### config.mk
export PLATFORM = sky130hd
export DESIGN_NAME = muldiv_unit_flat
export DESIGN_NICKNAME = d
export VERILOG_FILES = /design/src/rtl/muldiv_pkg.sv /design/src/rtl/muldiv_if.sv /design/src/rtl/muldiv_sign_ctl.sv /design/src/rtl/muldiv_unit.sv /design/src/flat_wrapper.sv
export SDC_FILE = /design/constraint.sdc
export NUM_CORES = 1
export LEC_CHECK = 0
export CAP_MARGIN = 20
export CELL_PAD_IN_SITES_DETAIL_PLACEMENT = 0
export CELL_PAD_IN_SITES_GLOBAL_PLACEMENT = 1
export CORE_MARGIN = 5
export CORE_UTILIZATION = 46
export CTS_CLUSTER_DIAMETER = 100
export DETAILED_ROUTE_END_ITERATION = 8
export DONT_BUFFER_PORTS = 1
export PLACE_DENSITY_LB_ADDON = 0.1
export REMOVE_ABC_BUFFERS = 1
export SLEW_MARGIN = 20
export SYNTH_ARGS = -nofsm -noshare
export SYNTH_HDL_FRONTEND = slang
export SYNTH_SLANG_ARGS = --single-unit
### constraint.sdc
create_clock -name clk -period 5.95 [get_ports clk]
set_clock_uncertainty 0.1 [all_clocks]
set_input_delay 0.595 -clock clk [delete_from_list [all_inputs] [get_ports clk]]
set_output_delay 0.595 -clock clk [all_outputs]
set_load 0.005 [all_outputs]
### src/rtl/muldiv_pkg.sv
// Shared definitions for the RV32M multiply/divide unit: op encodings, FSM states,
// ALU-compatible flag positions and the special-case (zero / overflow) evaluator.
package muldiv_pkg;

  localparam logic [2:0] OP_MUL    = 3'b000;
  localparam logic [2:0] OP_MULH   = 3'b001;
  localparam logic [2:0] OP_MULHSU = 3'b010;
  localparam logic [2:0] OP_MULHU  = 3'b011;
  localparam logic [2:0] OP_DIV    = 3'b100;
  localparam logic [2:0] OP_DIVU   = 3'b101;
  localparam logic [2:0] OP_REM    = 3'b110;
  localparam logic [2:0] OP_REMU   = 3'b111;

  localparam int FLAG_N = 3;
  localparam int FLAG_Z = 2;
  localparam int FLAG_C = 1;
  localparam int FLAG_V = 0;

  typedef enum logic [1:0] {
    IDLE = 2'd0,
    CALC = 2'd1,
    DONE = 2'd2
  } state_t;

  typedef struct packed {
    logic        hit;
    logic [31:0] res;
    logic [3:0]  flg;
  } special_t;

  function automatic logic [3:0] mk_flags(input logic [31:0] res, input logic c, input logic v);
    logic [3:0] f;
    f         = '0;
    f[FLAG_N] = res[31];
    f[FLAG_Z] = (res == 32'd0);
    f[FLAG_C] = c;
    f[FLAG_V] = v;
    return f;
  endfunction

  // Cases whose answer is fixed by the ISA rather than by the iterative core
  function automatic special_t special_case(input logic [2:0] op, input logic [31:0] a,
                                            input logic [31:0] b);
    special_t s;
    logic     dz, ovf, mz;
    dz    = op[2] && (b == 32'd0);
    ovf   = ((op == OP_DIV) || (op == OP_REM)) && (a == 32'h8000_0000) && (b == 32'hFFFF_FFFF);
    mz    = !op[2] && ((a == 32'd0) || (b == 32'd0));
    s.hit = dz || ovf || mz;
    s.res = 32'd0;
    s.flg = mk_flags(32'd0, 1'b0, 1'b0);
    if (dz) begin
      s.res = op[1] ? a : 32'hFFFF_FFFF;
      s.flg = mk_flags(s.res, 1'b1, 1'b0);
    end else if (ovf) begin
      s.res = op[1] ? 32'd0 : 32'h8000_0000;
      s.flg = mk_flags(s.res, 1'b0, 1'b1);
    end
    return s;
  endfunction

endpackage

### src/rtl/muldiv_if.sv
// Start/ready request bus between the EX stage (master) and the multiply/divide unit (slave).
interface muldiv_if;
  logic        start;
  logic        kill;
  logic [2:0]  op;
  logic [31:0] a;
  logic [31:0] b;
  logic        ready;
  logic        busy;
  logic        done;
  logic [31:0] result;
  logic [3:0]  flags;

  modport master (output start, kill, op, a, b, input ready, busy, done, result, flags);
  modport slave  (input start, kill, op, a, b, output ready, busy, done, result, flags);
endinterface

### src/rtl/muldiv_sign_ctl.sv
// Sign handling around the unsigned core: operand magnitudes at accept time and
// final negation of product, quotient and remainder.
module muldiv_sign_ctl
  import muldiv_pkg::*;
(
  input  logic [2:0]  op_in,
  input  logic [31:0] a_in,
  input  logic [31:0] b_in,
  output logic [31:0] mag_a,
  output logic [31:0] mag_b,
  output logic        sa,
  output logic        sb,
  input  logic [2:0]  op_r,
  input  logic        sa_r,
  input  logic        sb_r,
  input  logic [63:0] acc,
  output logic [31:0] core_res
);

  logic        a_signed, b_signed;
  logic [63:0] prod_fix;
  logic [31:0] quo_fix, rem_fix;

  always_comb begin
    a_signed = !((op_in == OP_MULHU) || (op_in == OP_DIVU) || (op_in == OP_REMU));
    b_signed = (op_in == OP_MUL) || (op_in == OP_MULH) || (op_in == OP_DIV) || (op_in == OP_REM);
    sa       = a_signed && a_in[31];
    sb       = b_signed && b_in[31];
    mag_a    = sa ? (32'd0 - a_in) : a_in;
    mag_b    = sb ? (32'd0 - b_in) : b_in;
  end

  // acc holds {hi, lo} of the product, or {remainder, quotient} for divides
  always_comb begin
    prod_fix = (sa_r ^ sb_r) ? (64'd0 - acc) : acc;
    quo_fix  = (sa_r ^ sb_r) ? (32'd0 - acc[31:0]) : acc[31:0];
    rem_fix  = sa_r ? (32'd0 - acc[63:32]) : acc[63:32];
    if (op_r[2]) core_res = op_r[1] ? rem_fix : quo_fix;
    else         core_res = (op_r == OP_MUL) ? prod_fix[31:0] : prod_fix[63:32];
  end

endmodule

### src/rtl/muldiv_unit.sv
// Iterative RV32M multiply/divide unit: 32 shift-add / restoring-divide steps, done pulse after.
// Build option MULDIV_EARLY_OUT_EN: zero-operand multiplies, divide by zero and overflow finish in one cycle.
module muldiv_unit
  import muldiv_pkg::*;
(
  input  logic clk,
  input  logic reset,
  muldiv_if.slave bus
);

  state_t      state, state_n;
  logic [4:0]  cnt;
  logic [2:0]  op_r;
  logic [31:0] a_r, b_r, mag_a_r, mag_b_r;
  logic        sa_r, sb_r;
  logic [63:0] acc, acc_n;
  logic [31:0] mag_a, mag_b, core_res;
  logic        sa, sb;
  logic [31:0] result_q;
  logic [3:0]  flags_q;
  logic        accept, finish, early;
  logic [31:0] early_res;
  logic [3:0]  early_flg;
  logic [32:0] sum, shifted, diff;
  special_t    sp_r;

`ifdef MULDIV_EARLY_OUT_EN
  special_t sp_in;
  assign sp_in     = special_case(bus.op, bus.a, bus.b);
  assign early     = sp_in.hit;
  assign early_res = sp_in.res;
  assign early_flg = sp_in.flg;
`else
  assign early     = 1'b0;
  assign early_res = 32'd0;
  assign early_flg = 4'd0;
`endif

  assign sp_r = special_case(op_r, a_r, b_r);

  muldiv_sign_ctl u_sign (
    .op_in(bus.op), .a_in(bus.a), .b_in(bus.b),
    .mag_a(mag_a), .mag_b(mag_b), .sa(sa), .sb(sb),
    .op_r(op_r), .sa_r(sa_r), .sb_r(sb_r), .acc(acc_n), .core_res(core_res)
  );

  always_comb begin
    state_n = state;
    accept  = 1'b0;
    finish  = 1'b0;
    unique case (state)
      IDLE, DONE: begin
        accept  = bus.start && !bus.kill;
        state_n = accept ? (early ? DONE : CALC) : IDLE;
      end
      CALC: if (cnt == 5'd31) begin
        finish  = !bus.kill;
        state_n = DONE;
      end
      default: state_n = IDLE;
    endcase
    if (bus.kill) state_n = IDLE;
  end

  // One core step: multiply adds then shifts right, divide shifts left then trial-subtracts
  always_comb begin
    sum     = {1'b0, acc[63:32]} + (acc[0] ? {1'b0, mag_a_r} : 33'd0);
    shifted = {acc[63:32], acc[31]};
    diff    = shifted - {1'b0, mag_b_r};
    if (op_r[2]) acc_n = diff[32] ? {shifted[31:0], acc[30:0], 1'b0} : {diff[31:0], acc[30:0], 1'b1};
    else         acc_n = {sum, acc[31:1]};
  end

  always_ff @(posedge clk or posedge reset) begin
    if (reset) begin
      state    <= IDLE;
      cnt      <= 5'd0;
      result_q <= 32'd0;
      flags_q  <= 4'd0;
    end else begin
      state <= state_n;
      if (accept)              cnt <= 5'd0;
      else if (state == CALC)  cnt <= cnt + 5'd1;
      if (accept && early) begin
        result_q <= early_res;
        flags_q  <= early_flg;
      end else if (finish) begin
        result_q <= sp_r.hit ? sp_r.res : core_res;
        flags_q  <= sp_r.hit ? sp_r.flg : mk_flags(core_res, 1'b0, 1'b0);
      end
    end
  end

  always_ff @(posedge clk) begin
    if (accept) begin
      op_r    <= bus.op;
      a_r     <= bus.a;
      b_r     <= bus.b;
      sa_r    <= sa;
      sb_r    <= sb;
      mag_a_r <= mag_a;
      mag_b_r <= mag_b;
      acc     <= {32'd0, bus.op[2] ? mag_a : mag_b};
    end else if (state == CALC) begin
      acc <= acc_n;
    end
  end

  assign bus.ready  = (state != CALC);
  assign bus.busy   = (state == CALC);
  assign bus.done   = (state == DONE);
  assign bus.result = result_q;
  assign bus.flags  = flags_q;

endmodule

### src/flat_wrapper.sv
// flat-port wrapper written by rule: the top's interface ports become plain ports
module muldiv_unit_flat import muldiv_pkg::*;
  (clk, reset, bus_start, bus_kill, bus_op, bus_a, bus_b, bus_ready, bus_busy, bus_done, bus_result, bus_flags);
  muldiv_if bus_i ();
  input  logic clk;
  input  logic reset;
  input wire logic [$bits(bus_i.start)-1:0] bus_start;
  input wire logic [$bits(bus_i.kill)-1:0] bus_kill;
  input wire logic [$bits(bus_i.op)-1:0] bus_op;
  input wire logic [$bits(bus_i.a)-1:0] bus_a;
  input wire logic [$bits(bus_i.b)-1:0] bus_b;
  output wire logic [$bits(bus_i.ready)-1:0] bus_ready;
  output wire logic [$bits(bus_i.busy)-1:0] bus_busy;
  output wire logic [$bits(bus_i.done)-1:0] bus_done;
  output wire logic [$bits(bus_i.result)-1:0] bus_result;
  output wire logic [$bits(bus_i.flags)-1:0] bus_flags;
  assign bus_i.start = bus_start;
  assign bus_i.kill = bus_kill;
  assign bus_i.op = bus_op;
  assign bus_i.a = bus_a;
  assign bus_i.b = bus_b;
  assign bus_ready = bus_i.ready;
  assign bus_busy = bus_i.busy;
  assign bus_done = bus_i.done;
  assign bus_result = bus_i.result;
  assign bus_flags = bus_i.flags;
  muldiv_unit u_core (.clk(clk), .reset(reset), .bus(bus_i));
endmodule
* Word level (Yosys, flattened, before mapping)
Cells that the tools add are included.
** Storage, ports and cells
- Flip-flop bits (word level) :: 240
- Latch bits :: 0
- Memory bits (writable) :: 0
- Memory bits (read-only) :: 0
- Memories :: 0
** Operators by class
- Add/subtract/negate cells :: 8
- Multipliers :: 0
- Div/mod/pow operators :: 0
- Magnitude comparators :: 0
- Equal/unequal tests :: 15
- Shift operators :: 0
- Muxes and demuxes :: 29
- Bitwise gates (word level) :: 1
- Reduce and logical (&&, ||, !) cells :: 29
** Operators with widths (number)
- $mux 32 :: 14
- $mux 64 :: 3
- $logic_not 32->1 :: 5
- $sub 1x32->32 const A :: 4
- $mux 36 :: 2
- $eq 32x32->1 const B :: 2
- $sub 1x64->64 const A :: 1
- $add 32x32->33 :: 1
- $sub 33x32->33 :: 1
- $eq 3x3->1 const B :: 6
- $mux 5 :: 2
- $logic_or 1x1->1 :: 9
- $logic_and 1x1->1 :: 7
- $logic_not 3->1 :: 2
- $add 5x1->5 const B :: 1
- $eq 5x5->1 const B :: 1
- $mux 1 :: 4
- $mux 2 :: 2
- $mux 4 :: 1
- $pmux 2 s2 :: 1
- $eq 3x1->1 const B :: 1
- $eq 3x2->1 const B :: 1
- $logic_not 1->1 :: 3
- $ne 3x2->1 const B :: 1
- 7 further kinds :: 7

* Logic depth before layout (Yosys ltp)
Gate-level depths: netlist (run 1).
- Word-level depth :: 9
- Depth in mapped cells :: 26

* Hierarchy
From an unflattened synthesis (run 1), not the netlist that was laid out.
** Second synthesis, totals
- Cell total of the unflattened synthesis :: 2065
- Area, all modules :: 18328.8 um^2
** By module, submodules not included
- muldiv_unit :: times used 1, cells each 1382, area each 14058.5 um^2, sequential area each 6646.4 um^2
- muldiv_sign_ctl :: times used 1, cells each 683, area each 4270.3 um^2, sequential area each 0.0 um^2

* Worst setup path before layout (run 1)
No wires, ideal clock.
- Path kind :: input to register
- Start :: input bus_kill
- End :: register u_core.acc[21], data pin
- Library setup time :: 0.449 ns
- Arrival time :: 5.449 ns
- Data required time :: 5.401 ns
- Setup slack :: -0.048 ns
- Cell stages on the path :: 5
- Path buffers :: 2
- Cell sequence :: or3b_2 clkbuf_1 inv_1 clkbuf_1 o21ai_0
** Between the ends
- Longest elaborated chain between the ends :: 4
** Ends and longest elaborated chain
- start: declaration :: line flat_wrapper.sv:8 : input wire logic [$bits(bus_i.kill)-1:0] bus_kill;
- $logic_not 1->1 :: line muldiv_unit.sv:53 : accept = bus.start && !bus.kill;
- $logic_and 1x1->1 :: line muldiv_unit.sv:53
- $mux 1 :: line muldiv_unit.sv:51 : unique case (state)
- net u_core.accept :: line muldiv_unit.sv:21 : logic accept, finish, early;
- $mux 32 :: line muldiv_unit.sv:95 : if (accept) begin
- end signal: assignment :: line muldiv_unit.sv:103 : acc <= {32'd0, bus.op[2] ? mag_a : mag_b};
- end signal: assignment :: line muldiv_unit.sv:105 : acc <= acc_n;
- end: declaration :: line muldiv_unit.sv:16 : logic [63:0] acc, acc_n;
The timed path passes the listed nets, and every way through them passes these cells.
A chain may end at the register's enable or synchronous reset.

* Worst setup path in the final report (run 1)
- Start :: register u_core.mag_a_r[0]
- End :: register u_core.flags_q[2], in the netlist u_core.bus.flags[2]
** Between the ends
- Longest elaborated chain between the ends :: 9
- Elaborated cells on any way between the ends :: 14
- Those cells by class :: add/sub: 4; mux: 9; reduce/logical: 1
** Ends and longest elaborated chain
- start: declaration :: line muldiv_unit.sv:14 : logic [31:0] a_r, b_r, mag_a_r, mag_b_r;
- start signal: assignment :: line muldiv_unit.sv:101 : mag_a_r <= mag_a;
- $mux 32 (*) :: line muldiv_unit.sv:67 : sum = {1'b0, acc[63:32]} + (acc[0] ? {1'b0, mag_a_r} : 33'd0);
- $add 32x32->33 (*) :: line muldiv_unit.sv:67
- $mux 64 (*) :: line muldiv_unit.sv:70 : if (op_r[2]) acc_n = diff[32] ? {shifted[31:0], acc[30:0], 1'b0} : {diff[31:0], acc[30:0], 1'b1};
- $sub 1x64->64 (tied with other cells) :: line muldiv_sign_ctl.sv:35 : prod_fix = (sa_r ^ sb_r) ? (64'd0 - acc) : acc;
- $mux 64 (tied with other cells) :: line muldiv_sign_ctl.sv:35
- $mux 32, on equally long branches :: line muldiv_sign_ctl.sv:39, muldiv_sign_ctl.sv:38
- $mux 32 (*) :: line muldiv_sign_ctl.sv:38 : if (op_r[2]) core_res = op_r[1] ? rem_fix : quo_fix;
- $logic_not 32->1 (*) :: line muldiv_pkg.sv:35 : f[FLAG_Z] = (res == 32'd0);
- $mux 4 (*) :: line muldiv_unit.sv:89 : flags_q <= sp_r.hit ? sp_r.flg : mk_flags(core_res, 1'b0, 1'b0);
- end signal: assignment :: line muldiv_unit.sv:86 : flags_q <= early_flg;
- end signal: assignment :: line muldiv_unit.sv:89
- end: declaration :: line muldiv_unit.sv:20 : logic [3:0] flags_q;
Every way passes the cells marked *; elsewhere a longest branch is shown, timed or not.

==> reports/metrics.yaml, run 1 <==
cts-root-buf: "clkbuf_16"
die_h_um: 216
grt_most_used_layer: "met2"
numCtsBuffers: 28
power_density_nw_per_um2: 467
drcViolationCount: 0
crit_arrival_ps: 6160
ctsHtreeMaxLevel: 1
final_core_util_pct: 52.8
post-dp-hpwl_mm: 60.5
finalNetCount: 2471
rows: 75
gp_congestion: 1.03
setup_viol: 0
vias: 18500
avgRoutedWirePerCell_um: 26.7
core-area_um2: 41900
fmax_ghz: 0.173
drive_gt1_share_pct: 12.3
synth.distinct_cells: 114
use_met1_pct: 45.3
r2r_cells: 18
leakage_nw: 8.58
worstReg2RegStart: "u_core.mag_a_r[0]$_DFFE_PP_"
final_cells: 2889
synthCells: 2250
drt_iter0_markers: 2004
seq_area_um2: 6590
violations: "negative hold slack"
clk-insertion-delay-late_ps: 570
ys_ff_latch: 237
slew_headroom_pct: 38.4
gr-total-overflow: 0
p_int_mw: 5.48
ys.flop_type: "edfxtp_1"
yosysSeqAreaShare_pct: 33.9
ys_warn_count: 0
cts_tree: "yes"
critPathRequiredTime_ps: 6330
crit_family: "compound AO/OA/AOI/OAI gates"
start_kind: "flip-flop"
path_depth: 18
clkSinkCount: 237
postSynthAreaPerCell_um2: 8.64
async_flop_share_pct: 17.7
start_util_pct: 46.4
rsz0062_at_grt: "false"
die_w_um: 216
clkPwrFrac_pct: 18.2
grt_pass1_vias: 17800
drv_slew: 0
grt_antenna_before_repair: 3
synthToLayoutAreaGrowth_pct: 13.6
synth_edf_count: 163
crit_type: "reg -> reg"
slowest_stage: "fa_1"
p_seq_share_pct: 22.0
hold_slack_ps: -34.0
ant_nets: 0
dp_cells: 2799
antenna_cells: 0
clk_pin_slew_worst_paths_ps: 70
drt-total-wl_mm: 77.3
max_stage_delay_ps: 470
use_met2_pct: 50.7
p_switching_mw: 4.82
clock_path_buffers: 3
cp_max_fo: 8
multi_input_area_um2: 12100
hold_violations: 34
grt_use_met3_pct: 4.99
syn_area_um2: 19400
status: "complete, but fails checks"
ir_drop_uv: 298
worst_pin_slew_ps: 923
drv_cap: 0
grt_pass1_wl_mm: 114
swShare_pct: 46.8
fillers: 3946
drt-vias-per-instance: 6.42
path_cells: "and2_1 > ha_1 > fa_1 > a21o_1 > a221o_1 > a21oi_1 > o21ai_0 > a31o_2 > mux2_2 > a221o_1 > o211ai_1 > nor3_1 > nand2_1 > nor3_1 > mux2_2 > o211ai_1 > or4_1 > o31ai_2"
crit_buf_inv: 0
port_buffers: 0
hp-class: "in -> async"
post-place-ws_ps: 16.7
pin_count: 110
drt_pass1_iterations: 6
setup_ws_ps: 178
min_period_over_period_pct: 97.0
layout_commonest_cell: "nor2_1"
cp-startpoint: "u_core.mag_a_r[0]$_DFFE_PP_"
comb_power_share_pct: 59.8
track_usage_pct: 31.7
layout_common_cells: "nor2_1 (213), nand2_1 (212), edfxtp_1 (163)"
period_needed_ps: 5770
dieArea_um2: 46500
crit_path_end_kind: "flip-flop"
grt_max_degree: 87
-- power groups by stage --
stage,clock network (mW),logic [mW],registers [mW]
detailed placement,0,5.85,2.30
CTS,1.89,5.92,2.27
global route,1.97,6.57,2.30
global placement,0,5.84,2.29
floorplan,0,3.66,2.24
finish,1.88,6.16,2.27
-- layer usage --
| metal | up-vias | routed length [µm] |
|---|---|---|
| li1 | 8556 | - |
| met1 | 9040 | 33800 |
| met2 | 825 | 34400 |
| met3 | 116 | 6600 |
| met4 | 0 | 2450 |
| met5 | - | 0 |
-- final timing paths --
| kind | slack, ps | end |
|---|---|---|
| setup reg to reg | 180 | u_core.bus.flags[2]$_DFFE_PP0P_ |
| hold / removal | -30 | u_core.bus.result[29]$_DFFE_PP0P_ |
| max in group asynchronous | 5230 | u_core.bus.result[0]$_DFFE_PP0P_ |
| min in group clk | 20 | u_core.b_r[16]$_DFFE_PP_ |
| hold reg to reg | 410 | u_core.cnt[4]$_DFFE_PP0P_ |
| setup / recovery | 180 | u_core.bus.flags[2]$_DFFE_PP0P_ |
-- per-stage QoR --
step           power (mW)  instance area, µm²  setup TNS, ps  hold slack, ps
2_1_floorplan        5.90               18800        -145500             364
3_3_place_gp         8.13               20600              0             387
3_5_place_dp         8.14               20600              0             392
4_1_cts              10.1               21900              0            1.36
5_1_grt              10.8               22100              0            2.60
6_report             10.3               22100              0           -34.0
-- sequential cells by signal, indices dropped and copies added (netlist names), 2 cells and up --
name / flops
u_core.a_r: 31
u_core.acc: 64
u_core.b_r: 31
u_core.bus.flags: 4
u_core.bus.result: 31
u_core.cnt: 5
u_core.mag_a_r: 32
u_core.mag_b_r: 32
u_core.op_r: 3
u_core.state: 2
-- kinds of logic after synthesis --
kind of cell | after synthesis | synth area share [%]
and+or+nand+nor | 806 | 20.7
AOI/OAI and AO/OA | 650 | 22.4
DFF | 237 | 33.9
buffers and inverters | 202 | 4.72
xor gates and xnor gates | 169 | 7.62
muxes | 114 | 6.00
adders and majority gates | 72 | 4.71
-- cell type report --
class                      count  share of cell area (%)
multi-input combinational   1811                    54.8
sequential                   237                    29.8
clock inverter                19                    1.04
tap                          539                    3.05
clock buffer                  33                    3.44
timing repair buffer         175                    6.49
inverter                      75                    1.30
-- synthesized netlist by cell type (18+ instances only) --
library cell	n	area, µm²
nor2_1	214	803
nand2_1	212	796
edfxtp_1	163	4890
o21ai_0	159	796
a21oi_1	152	761
mux2i_1	97	971
xnor2_1	88	771
xor2_1	81	709
clkbuf_1	74	278
inv_1	73	274
ha_1	70	876
nor3_1	64	320
a31oi_1	55	344
and2_1	49	307
dfrtp_1	42	1050
nor4_1	41	257
nand3_1	38	190
nand4_1	36	225
dfxtp_1	32	641
a21o_1	27	203
and3_1	24	150
o211ai_1	24	180
or3_1	21	131
a211oi_1	19	143
buf_2	18	90.1
-- repair_timing --
item	CTS	global route
buffers inserted	0	5
hold buffers	33	0
gates resized for setup	1	25
setup endpoints to repair	1	5
pin swaps	0	7
hold endpoints to repair	33	0
Power figures use the tool's default switching activity.
==> run 2, diff against run 1 <==
--- a/config.mk
+++ b/config.mk
@@ -13,6 +13,7 @@
 export CTS_CLUSTER_DIAMETER = 100
 export DETAILED_ROUTE_END_ITERATION = 8
 export DONT_BUFFER_PORTS = 1
+export GPL_ROUTABILITY_DRIVEN = 0
 export PLACE_DENSITY_LB_ADDON = 0.1
 export REMOVE_ABC_BUFFERS = 1
 export SLEW_MARGIN = 20
==> run 2 against run 1 <==
Net effect: the run still ends with negative hold slack left; clock-buffer cell count did not move; sequential share of layout area rose by 0.37 points; sequential cell count is the same; clock power fell by 4%; maximum frequency grew 1.9%; sequential power barely moved; register-to-register slack better by 110 ps.
==> reports/metrics.yaml, run 2 (synthesized netlist as in run 1, its figures left out) <==
clk-insertion-delay-late_ps: 570  # about the same
critPathRequiredTime_ps: 6340  # about the same
cts_hold_buf: 0  # -100%
numCtsBuffers: 27  # -3.6%
clkPwrFrac_pct: 17.6  # -0.6 points
crit_path_end_kind: "flip-flop"
setup_viol: 0  # unchanged
p_int_mw: 5.43  # -0.87%
antenna_cells: 0  # unchanged
crit_type: "reg -> reg"
drt_pass1_iterations: 7  # +1
die_h_um: 216  # unchanged
vias: 18500  # -0.038%
avgRoutedWirePerCell_um: 26.4  # -1.3%
post-dp-hpwl_mm: 59.2  # -2.2%
ir_drop_uv: 217  # -27%
crit_arrival_ps: 6050  # -110 ps
grt_pass1_vias: 17800  # +0.17%
port_buffers: 0  # unchanged
clkSinkCount: 237  # unchanged
path_cells: "buf_4 > and2_1 > ha_1 > nand4_1 > o21bai_1 > a21oi_1 > buf_4 > o31ai_1 > xnor2_1 > or3_1 > a221oi_1 > nand4_2 > buf_4 > nor4_1 > mux2i_1 > o211ai_1 > nor4bb_1 > nand4_1 > o31ai_2"
worst_pin_slew_ps: 932  # +8.60 ps
clock_path_buffers: 3  # unchanged
min_period_over_period_pct: 95.2  # -1.8 points
start_kind: "flip-flop"
cts-root-buf: "clkbuf_16"
leakage_nw: 8.48  # -1.1%
grt_antenna_before_repair: 1  # -2
drive_gt1_share_pct: 12.8  # +0.55 points
finalNetCount: 2449  # -0.89%
core-area_um2: 41900  # unchanged
slew_headroom_pct: 37.6  # -0.85 points
top_regs: "u_core.acc: 64 flops, u_core.mag_a_r: 32 flops, u_core.mag_b_r: 32 flops"
grt_pass1_wl_mm: 111  # -1.9%
fillers: 3973  # +0.68%
layout_common_cells: "nor2_1 (213), nand2_1 (212), edfxtp_1 (163)"
start_util_pct: 46.4  # unchanged
crit_family: "simple AND/OR/NAND/NOR gates"
drt_iter0_markers: 2393  # +19%
hold_violations: 41  # +21%
post-place-ws_ps: -212  # -229 ps
slowest_stage: "ha_1"
final_core_util_pct: 52.1  # -0.64 points
rows: 75  # unchanged
drt-total-wl_mm: 75.7  # -2.0%
die_w_um: 216  # unchanged
cp_max_fo: 31  # +23
multi_input_area_um2: 12100  # +0.18%
drcViolationCount: 0  # unchanged
cts_tree: "yes"
ctsHtreeMaxLevel: 1  # unchanged
fmax_ghz: 0.177  # +1.9%
largest_reg_flops: 64  # unchanged
setup_ws_ps: 287  # +109 ps
track_usage_pct: 31.0  # -0.76 points
max_stage_delay_ps: 460  # about the same
synthToLayoutAreaGrowth_pct: 12.2
drt-vias-per-instance: 6.47  # +0.76%
crit_buf_inv: 3  # +3
period_needed_ps: 5660  # -109 ps
drv_slew: 0  # unchanged
grt_max_degree: 136  # +56%
p_seq_share_pct: 22.3  # +0.3 points
regMostFlops: "u_core.acc"
swShare_pct: 46.9  # +0.052 points
hold_slack_ps: -51.0  # -17.0 ps
gr-total-overflow: 0  # unchanged
hp-class: "in -> async"
power_density_nw_per_um2: 469  # +0.45%
ant_nets: 0  # unchanged
comb_power_share_pct: 60.0  # +0.2 points
status: "complete, but fails checks"
pin_count: 110  # unchanged
dieArea_um2: 46500  # unchanged
crit_top_cell: "buf_4"
seq_area_um2: 6590  # unchanged
layout_commonest_cell: "nor2_1"
clk_pin_slew_worst_paths_ps: 70  # about the same
violations: "negative hold slack"
drv_cap: 0  # unchanged
p_switching_mw: 4.79  # -0.66%
run 2: changes by cell type in the layout (fill, tap and decap cells not counted), sizes merged:
cell         previous run  this run
inv                    72        73
clkinvlp                6         0
buf                   142       154
dlygate4sd3            33         0
clkinv                 11        14
run 2: final timing paths:
check	startpoint	endpoint	slack (ps)	depth (start not counted)
setup / recovery	u_core.acc[0]$_DFFE_PP_	u_core.bus.flags[2]$_DFFE_PP0P_	290	19
hold / removal	reset	u_core.bus.flags[1]$_DFFE_PP0P_	-50	1
setup reg to reg	u_core.acc[0]$_DFFE_PP_	u_core.bus.flags[2]$_DFFE_PP0P_	290	19
hold reg to reg	u_core.acc[62]$_SDFFE_PP0P_	u_core.acc[62]$_SDFFE_PP0P_	420	2
max in group asynchronous	reset	u_core.bus.result[4]$_DFFE_PP0P_	5250	1
min in group clk	bus_a[30]	u_core.a_r[30]$_DFFE_PP_	10	0
run 2: final cells by class:
type                            count  share of cell area (%)
Tap cell                          539                    3.09
Sequential cell                   237                    30.2
Timing Repair Buffer              154                    5.53
Multi-Input combinational cell   1811                    55.6
Clock buffer                       33                    3.25
Inverter                           75                    1.32
Clock inverter                     17                    1.01
run 2: power groups by stage:
stage / clock [mW] / sequential [mW] / combinational [mW]
finish: 1.80 / 2.29 / 6.14
global route: 1.89 / 2.31 / 6.57
CTS: 1.81 / 2.28 / 5.89
detailed placement: 0 / 2.31 / 5.83
global placement: 0 / 2.30 / 5.82
floorplan: 0 / 2.24 / 3.66
run 2: repair_timing:
item                       4_1_cts  5_1_grt
setup endpoints to repair        2        8
gates cloned                     0        0
gates resized for setup          3       28
setup buffers                    0        5
pin swaps                        0       10
run 2: per-layer routing:
| metal | GRT usage (%) | routed length [µm] | vias to the layer above |
|---|---|---|---|
| met2 | 48.9 | 33300 | 931 |
| met5 | 0 | 0 | - |
| li1 | - | - | 8479 |
| met4 | 11.3 | 3390 | 0 |
| met1 | 42.9 | 31600 | 8925 |
| met3 | 5.41 | 7340 | 195 |
run 2: metrics by stage:
| stage | total power [mW] | cell area (µm²) | hold WS [ps] | setup TNS, ps | cells |
|---|---|---|---|---|---|
| after CTS | 9.98 | 21600 | 2.98 | 0 | 2861 |
| after detailed placement | 8.14 | 20700 | 401 | -245 | 2811 |
| after global routing | 10.8 | 21800 | 0.842 | -34.4 | 2866 |
| after global placement | 8.12 | 20700 | 386 | 0 | 2811 |
| final | 10.2 | 21800 | -51.0 | 0 | 2866 |
| after floorplan | 5.90 | 18800 | 364 | -145500 | 2123 |
==> run 3, diff against run 2 <==
--- a/config.mk
+++ b/config.mk
@@ -16,6 +16,7 @@
 export GPL_ROUTABILITY_DRIVEN = 0
 export PLACE_DENSITY_LB_ADDON = 0.1
 export REMOVE_ABC_BUFFERS = 1
+export SETUP_SLACK_MARGIN = 0.02
 export SLEW_MARGIN = 20
 export SYNTH_ARGS = -nofsm -noshare
 export SYNTH_HDL_FRONTEND = slang
==> results of run 3 <==
Same layout as run 2: the final DEF is identical, and so are final timing and power.
